==> config.mk <==
export PLATFORM = sky130hd
export DESIGN_NAME = worley_point_animator
export DESIGN_NICKNAME = d
export VERILOG_FILES = /design/src/rtl/worley_anim_pkg.sv /design/src/rtl/worley_axis_step.sv /design/src/rtl/worley_point_animator.sv
export SDC_FILE = /design/constraint.sdc
export NUM_CORES = 1
export LEC_CHECK = 0
export BUFFER_PORTS_ARGS = -buffer_cell sky130_fd_sc_hd__buf_2
export CAP_MARGIN = 20
export CELL_PAD_IN_SITES_DETAIL_PLACEMENT = 1
export CELL_PAD_IN_SITES_GLOBAL_PLACEMENT = 1
export CORE_ASPECT_RATIO = 1.1
export CORE_MARGIN = 4
export CORE_UTILIZATION = 43
export DETAILED_ROUTE_END_ITERATION = 7
export GPL_TIMING_DRIVEN = 0
export PLACE_DENSITY = 0.75
export SKIP_CTS_REPAIR_TIMING = 1
export SLEW_MARGIN = 20
export SYNTH_ARGS = -nofsm -noshare
export SYNTH_HDL_FRONTEND = slang
export SYNTH_SLANG_ARGS = --single-unit
==> constraint.sdc <==
create_clock -name clk -period 5.7 [get_ports clk]
set_input_delay 0 -clock clk [delete_from_list [all_inputs] [get_ports clk]]
set_output_delay 0 -clock clk [all_outputs]
set_load 0.01 [all_outputs]
==> src/rtl/worley_anim_pkg.sv <==
// Shared types and constants for the Worley feature-point animator.
package worley_anim_pkg;

  typedef enum logic [1:0] {
    IDLE   = 2'd0,
    UPD_X  = 2'd1,
    UPD_Y  = 2'd2,
    COMMIT = 2'd3
  } anim_state_e;

  localparam int DEF_H_MAX = 639;
  localparam int DEF_V_MAX = 479;

  // Start-of-day table for four points; larger configurations wrap modulo 4.
  localparam int INIT_X  [4] = '{100, 300, 500, 100};
  localparam int INIT_Y  [4] = '{100, 200, 400, 460};
  localparam int INIT_VX [4] = '{  1,  -1,   1,  -1};
  localparam int INIT_VY [4] = '{ -1,   1,  -1,  -1};

endpackage

==> src/rtl/worley_axis_step.sv <==
// One axis step: advance a coordinate by (velocity << speed), bouncing off 0 and max.
module worley_axis_step #(
  parameter int COORD_W = 10,
  parameter int VEL_W   = 3
) (
  input  logic [COORD_W-1:0] p,
  input  logic [VEL_W-1:0]   v,
  input  logic [1:0]         speed,
  input  logic [COORD_W-1:0] max,
  output logic [COORD_W-1:0] p_next,
  output logic [VEL_W-1:0]   v_next
);

  // Wide enough that p + d and 2*max - n never overflow.
  localparam int SW = COORD_W + VEL_W + 3;

  logic signed [SW-1:0] p_s, m_s, d, n, r;

  // Add the scaled velocity, then reflect any overshoot back inside [0, max].
  always_comb begin
    p_s    = signed'({{(SW-COORD_W){1'b0}}, p});
    m_s    = signed'({{(SW-COORD_W){1'b0}}, max});
    d      = signed'({{(SW-VEL_W){v[VEL_W-1]}}, v}) <<< speed;
    n      = p_s + d;
    r      = n;
    v_next = v;
    if (n < 0) begin
      r      = -n;
      v_next = ~v + VEL_W'(1);
    end else if (n > m_s) begin
      r      = (m_s <<< 1) - n;
      v_next = ~v + VEL_W'(1);
    end
    p_next = COORD_W'(r);
  end

endmodule

==> src/rtl/worley_point_animator.sv <==
// Per-frame sequencer: walks every point through one shared axis step, X then Y,
// and publishes the whole working set in a single edge so the noise generator
// never sees a half-updated frame.
module worley_point_animator
  import worley_anim_pkg::*;
#(
  parameter int NUM_POINTS = 4,
  parameter int COORD_W    = 10,
  parameter int H_MAX      = DEF_H_MAX,
  parameter int V_MAX      = DEF_V_MAX,
  parameter int VEL_W      = 3
) (
  input  logic                          clk,
  input  logic                          reset,
  input  logic                          frame_start,
  input  logic                          freeze,
  input  logic [1:0]                    speed,
  output logic [NUM_POINTS*COORD_W-1:0] pts_x,
  output logic [NUM_POINTS*COORD_W-1:0] pts_y,
  output logic                          busy,
  output logic                          update_done
);

  localparam int IDX_W = (NUM_POINTS > 1) ? $clog2(NUM_POINTS) : 1;
  localparam logic [IDX_W-1:0] LAST_IDX = IDX_W'(NUM_POINTS - 1);

  anim_state_e      state;
  logic [IDX_W-1:0] idx;

  // Working copies, rewritten one axis per cycle during the sequence.
  logic [NUM_POINTS-1:0][COORD_W-1:0] wx, wy;
  logic [NUM_POINTS-1:0][VEL_W-1:0]   vx, vy;

  logic [COORD_W-1:0] ax_p, ax_max, ax_p_next;
  logic [VEL_W-1:0]   ax_v, ax_v_next;
  logic               is_y;

  // Steer the selected point's X or Y into the single shared step unit.
  always_comb begin
    is_y   = (state == UPD_Y);
    ax_p   = is_y ? wy[idx] : wx[idx];
    ax_v   = is_y ? vy[idx] : vx[idx];
    ax_max = is_y ? COORD_W'(V_MAX) : COORD_W'(H_MAX);
  end

  worley_axis_step #(
    .COORD_W (COORD_W),
    .VEL_W   (VEL_W)
  ) u_step (
    .p      (ax_p),
    .v      (ax_v),
    .speed  (speed),
    .max    (ax_max),
    .p_next (ax_p_next),
    .v_next (ax_v_next)
  );

  // Sequencer FSM plus working/published state; outputs move only on COMMIT.
  always_ff @(posedge clk or posedge reset) begin
    if (reset) begin
      state       <= IDLE;
      idx         <= '0;
      busy        <= 1'b0;
      update_done <= 1'b0;
      for (int i = 0; i < NUM_POINTS; i++) begin
        wx[i]                       <= COORD_W'(INIT_X[i % 4]);
        wy[i]                       <= COORD_W'(INIT_Y[i % 4]);
        vx[i]                       <= VEL_W'(INIT_VX[i % 4]);
        vy[i]                       <= VEL_W'(INIT_VY[i % 4]);
        pts_x[i*COORD_W +: COORD_W] <= COORD_W'(INIT_X[i % 4]);
        pts_y[i*COORD_W +: COORD_W] <= COORD_W'(INIT_Y[i % 4]);
      end
    end else begin
      update_done <= 1'b0;
      case (state)
        IDLE: begin
          if (frame_start && !freeze) begin
            state <= UPD_X;
            idx   <= '0;
            busy  <= 1'b1;
          end
        end
        UPD_X: begin
          wx[idx] <= ax_p_next;
          vx[idx] <= ax_v_next;
          state   <= UPD_Y;
        end
        UPD_Y: begin
          wy[idx] <= ax_p_next;
          vy[idx] <= ax_v_next;
          if (idx == LAST_IDX) begin
            state <= COMMIT;
            busy  <= 1'b0;
          end else begin
            idx   <= idx + IDX_W'(1);
            state <= UPD_X;
          end
        end
        COMMIT: begin
          pts_x       <= wx;
          pts_y       <= wy;
          update_done <= 1'b1;
          state       <= IDLE;
        end
        default: state <= IDLE;
      endcase
    end
  end

endmodule

* After elaboration in Yosys (flattened, before gate mapping)
Index checks and enable logic that the tools add are counted.
W data, S select, Z words.
** Storage, ports and cells
- RAM bits :: 0
- Bits in read-only memories :: 0
- Output and inout bits :: 82
- Flip-flop bits (word level) :: 190
- Latch bits :: 0
- Memories kept :: 0
- Word-level logic and storage cells :: 80
- Bits of input ports :: 6
** Cells by class
- Add/subtract/negate cells :: 5
- Multiply operators :: 0
- Shift-type cells :: 1
- Equal/unequal tests :: 7
- Magnitude comparators :: 4
- Reductions and logical operators :: 7
- Bitwise logic cells :: 1
- Div/mod/pow operators :: 0
- Muxes and demuxes :: 33
** Operator list (count)
- $bwmux W40 :: 2
- $mux W10 :: 7
- $bmux W10 S2 :: 2
- $bwmux W12 :: 2
- $demux W10 S2 :: 1
- $mux W3 :: 6
- $add A11 B16 Y16 :: 1
- $gt A16 B11 Y1 :: 1
- $lt A16 B1 Y1 const B :: 1
- $sshl A3 B2 Y16 :: 1
- $bmux W3 S2 :: 2
- $neg A10 Y10 :: 1
- $sub A10 B10 Y10 :: 1
- $mux W2 :: 4
- $pmux W2 S4 :: 1
- $demux W3 S2 :: 1
- $eq A2 B2 Y1 const B :: 3
- $reduce_and A3 Y1 :: 2
- $ne A2 B2 Y1 const B :: 2
- $pmux W2 S2 :: 1
- $add A3 B1 Y3 const B :: 1
- $lt A2 B3 Y1 const B :: 1
- $mux W1 :: 3
- $not A3 Y3 :: 1
- 9 further kinds :: 10

* Longest topological paths before layout
- Depth after elaboration :: 9
- Gate-level depth with buffers :: 23
- Gate-level depth less buffers :: 20

* Modules after synthesis
From an unflattened synthesis, not the netlist that was laid out.
** Unflattened totals
- Cells, all modules :: 724
- Area, all modules :: 9724.3 sq um
** By module, submodules not included
- worley_point_animator :: cells each 470, area each 8013.9 sq um, times used 1, seq. area each 4852.2 sq um
- worley_axis_step :: cells each 254, area each 1710.4 sq um, times used 1, seq. area each 0.0 sq um

* Worst setup path after synthesis
Ideal clock, no wire load.
- Path kind :: reg2reg
- Start point :: register idx[0]
- End point :: register wy[31] (netlist bit)
- Cell stages (with the launch flop) :: 23
- Setup time :: 0.135 ns
- Required time :: 5.565 ns
- Arrival :: 5.144 ns
- Path buffers :: 5
- Period minus slack after synthesis :: 5.279 ns
- Path slack :: 0.421 ns
- Cell sequence :: dfrtp_1 > buf_2 > buf_1 > buf_2 > mux4_2 > nand2_1 > nand2_1 > ha_1 > clkbuf_2 > o211ai_1 > o21ai_1 > nor2b_1 > nor2_1 > xnor2_1 > inv_1 > ha_1 > nand2_1 > o31ai_2 > o41ai_4 > and2_1 > buf_4 > a221oi_4 > o21ai_0
** Between the ends
- Word-level cells in the longest chain between the ends :: 9
- Elaborated cells on any way between the ends :: 24
- Those cells by class :: add/sub (3); order compare (4); shift (1); mux (15); reduce/logical (1)
** Ends and longest elaborated chain
- start: declaration :: line worley_point_animator.sv:28 : logic [IDX_W-1:0] idx;
- start signal: assignment :: line worley_point_animator.sv:95 : idx <= idx + IDX_W'(1);
- $bmux W3 S2 :: line worley_point_animator.sv:42 : ax_v = is_y ? vy[idx] : vx[idx];
- $mux W3 (implied by the code) :: line worley_point_animator.sv:42
- $mux W3 :: line worley_point_animator.sv:42
- $sshl A3 B2 Y16 :: line worley_axis_step.sv:23 : d = signed'({{(SW-VEL_W){v[VEL_W-1]}}, v}) <<< speed;
- $add A11 B16 Y16 :: line worley_axis_step.sv:24 : n = p_s + d;
- $gt A16 B11 Y1 or $sub A10 B10 Y10 (tied branches) :: line worley_axis_step.sv:30, worley_axis_step.sv:31
- $mux W10 :: line worley_axis_step.sv:30 : end else if (n > m_s) begin
- $mux W10 :: line worley_axis_step.sv:27 : if (n < 0) begin
- $bwmux W40 (*) :: line worley_point_animator.sv:89 : wy[idx] <= ax_p_next;
- end signal: indexed assignment :: line worley_point_animator.sv:67 : wy[i] <= COORD_W'(INIT_Y[i % 4]);
- end signal: indexed assignment :: line worley_point_animator.sv:89
- end: declaration :: line worley_point_animator.sv:31 : logic [NUM_POINTS-1:0][COORD_W-1:0] wx, wy;
Every way passes the cells marked *; elsewhere a longest branch is shown, timed or not. The select of a mux whose other input is x is not followed.
A chain may end at the register's enable or synchronous reset.

* Final worst setup path
- Start point :: register idx[1]
- End point :: register wx[11] (netlist bit)
** Between the ends
- Word-level cells in the longest chain between the ends :: 9
- Elaborated cells on any way between the ends :: 24
- Those cells by class :: add/sub (3); order compare (4); shift (1); mux (15); reduce/logical (1)
** Ends and longest elaborated chain
- $bmux W3 S2 :: line worley_point_animator.sv:42
- $mux W3 (implied by the code) :: line worley_point_animator.sv:42
- $mux W3 :: line worley_point_animator.sv:42
- $sshl A3 B2 Y16 :: line worley_axis_step.sv:23
- $add A11 B16 Y16 :: line worley_axis_step.sv:24
- $gt A16 B11 Y1 or $sub A10 B10 Y10 (tied branches) :: line worley_axis_step.sv:30, worley_axis_step.sv:31
- $mux W10 :: line worley_axis_step.sv:30
- $mux W10 :: line worley_axis_step.sv:27
- $bwmux W40 (*) :: line worley_point_animator.sv:84 : wx[idx] <= ax_p_next;
- end signal: indexed assignment :: line worley_point_animator.sv:66 : wx[i] <= COORD_W'(INIT_X[i % 4]);
- end signal: indexed assignment :: line worley_point_animator.sv:84
- end: declaration :: line worley_point_animator.sv:31
Marked as above.

==> impl_metrics.yaml <==
run_status:
  status: "finished clean"
critical_path:
  cp_max_fo: 10
  ff2ff_path_depth: 22
  cp-endpoint: "wx[11]"
  r2r-start: "idx[1]"
  crit_required_ps: 5990
  r2r-end: "wx[11]"
  crit_path_start_kind: "flip-flop"
  regToRegSetupSlack_ps: 180
  arrival_ps: 5820
  end_kind: "flip-flop"
  path_class: "flip-flop to flip-flop"
  cp-startpoint: "idx[1]"
floorplanning:
  dieArea_um2: 24460
  coreArea_um2: 21510
  die_width_um: 149.5
  initial_core_util: 0.4401
  io_pins: 88
  num_rows: 56
  die_h_um: 163.6
timing:
  slew_violations: 0
  finalCritPeriodShare: 0.9693
  fin_skew_ps: 16.50
  relSlewSlack: 0.3119
  fmax_ghz: 0.1810
  hold_slack_ps: 189.1
  setup-violations-final: 0
  period_needed_ps: 5525
  hold_violations: 0
  worst_slew_pin_slew_ps: 1032
yosys:
  synthArstFlopShare: 1.000
  yosys_warnings: 0
  synth_nets: 865
  synth_common_cells: "nand2_1, dfrtp_1, o21ai_0, mux2_2, dfstp_2"
  synth_compound_area_frac: 0.1241
  ys_seq_area_frac: 0.5125
  synth_area_leader_cell: "dfrtp_1"
  yosysTopAreaCellShare: 0.2960
  syn_area_per_cell_um2: 11.37
  synth_xor_area_frac: 0.01097
  synth.distinct_cells: 70
  synthMostInstantiatedCell: "nand2_1"
  synthMuxAreaShare: 0.1770
  netlist_area_um2: 9468
  synth_edf_count: 0
  synth_top_family_by_area: "multiplexers"
  yosys-top-cells-area: "dfrtp_1, dfstp_2, mux2_2, mux4_2, nand2_1"
  synth-adder-area-share: 0.03515
  synth-simple-area-share: 0.1114
  synth_ff_type: "dfrtp_1"
  syn_inst: 833
  ys_ff_latch: 190
finish:
  multi_input_area_um2: 4436
  design_area_um2: 11190
  drive_above_1_share: 0.3922
  n_antenna_cell: 0
  area.growth.synth_to_final_pct: 18.14
  ff_latch_area_um2: 4852
  fill_cells: 2316
  fin_nets: 988
job:
  drv_cap: 0
clock_network:
  htreeDepth: 4
  clkSlewWorstSetupHoldPaths_ps: 80
  cts_sinks: 190
  clk_latency_ps: 450
  cts-buffers-inserted: 17
  cts_tree: "done"
  root_buffer: "clkbuf_16"
  clock_path_buffers: 2
global_route:
  overflow: 0
  antenna_found_initial: 0
  grt_max_degree: 107
  grt_pass1_wl_um: 43890
  grt_pass1_vias: 7680
  grtUsageTotal: 0.2357
detailed_routing:
  initialDrtViolationCount: 349
  postRouteAntennaNets: 0
  drc: 0
  routed_wl_um: 28280
  drtPass1Iterations: 4
  vias_per_cell: 5.670
  wl_per_cell_um: 22.47
  vias: 7139
placement:
  dpl.hpwl_um: 19600
  place.gp.congestion: 0.8800
  io_buffers: 87
  placed_area_um2: 10300
min_path:
  hp-class: "input pin to asynchronous set/reset pin"
-- kinds of logic (layout without fill, tap and decap cells) --
group,count (synthesis),in the layout
compound gates,180,180
flops,190,190
simple gates,237,237
fa+ha+maj,26,26
buf+inv,66,202
xor+xnor,11,11
mux,123,123
-- cells in the final DEF (no fill, tap or decap), drive strengths merged, types with 4 or more instances in the layout --
cell	n
xnor2	8
or3	4
inv	30
a31oi	8
a211oi	6
mux4	26
dlygate4sd3	4
nor2	32
o21ai	95
mux2	85
mux2i	12
a21oi	21
nand2	149
ha	25
buf	116
dfrtp	112
a22oi	8
and3	6
nor3	7
nand3	12
o211ai	13
clkbuf	45
and2	6
nand2b	5
dfstp	78
-- layer usage --
metal / vias to the layer above / GRT usage / routed length, um
met4: 0 / 0.09072 / 763
met5: - / 0 / 0
met2: 155 / 0.3897 / 14380
li1: 3230 / - / -
met1: 3716 / 0.3113 / 12060
met3: 38 / 0.03968 / 1085
-- registers in the layout, indices dropped and copies added (netlist names) --
signal,flops
pts_x,40
wy,40
busy,1
idx,2
update_done,1
vy,12
state,2
pts_y,40
wx,40
vx,12
-- through the flow --
stage | util | worst slack (ps) | instances | TNS, ps
final | 0.5200 | 175.1 | 1259 | 0
after global routing | 0.5200 | -86.84 | 1259 | -741.1
after CTS | 0.5068 | -1386 | 1243 | -96560
after detailed placement | 0.4789 | -1305 | 1211 | -90010
after global placement | 0.4773 | -1583 | 1210 | -256560
after floorplan | - | 421.2 | 833 | 0
-- worst max-delay path: stages (launching register included) --
cell and delay [ps]:
dfrtp_1 380, buf_4 220, clkbuf_4 310, clkbuf_4 310, mux4_2 240, nand2_1 90, nand2_1 90, ha_1 240
inv_1 80, fa_1 430, nor2b_1 220, o221ai_2 170, a311o_1 400, o21a_1 160, ha_2 410, o21ai_0 150
o31ai_4 320, o41ai_4 170, and2_1 250, buf_4 200, a221oi_4 250, buf_4 200, o21ai_0 90
-- final cells by class --
cell class	count	share of cell area
buffer	42	0.01935
timing repair buffer	104	0.05526
sequential	190	0.4338
clock buffer	19	0.04049
tap	290	0.03244
multi-input combinational	577	0.3965
clock inverter	13	0.01320
inverter	24	0.008949
-- worst min path at each step --
stage / from / end / slack [ps] / depth (start not counted)
after CTS: reset / pts_y[23] / -360 / 2
after global placement: frame_start / busy / 340 / 3
after detailed placement: reset / pts_y[23] / 120 / 2
after global routing: reset / pts_y[23] / 270 / 3
after floorplan: frame_start / state[0] / 190 / 2
final: reset / pts_y[23] / 190 / 3
Power is not shown: default switching activity piles up to over one toggle a cycle in this logic, so the estimate is an artifact.
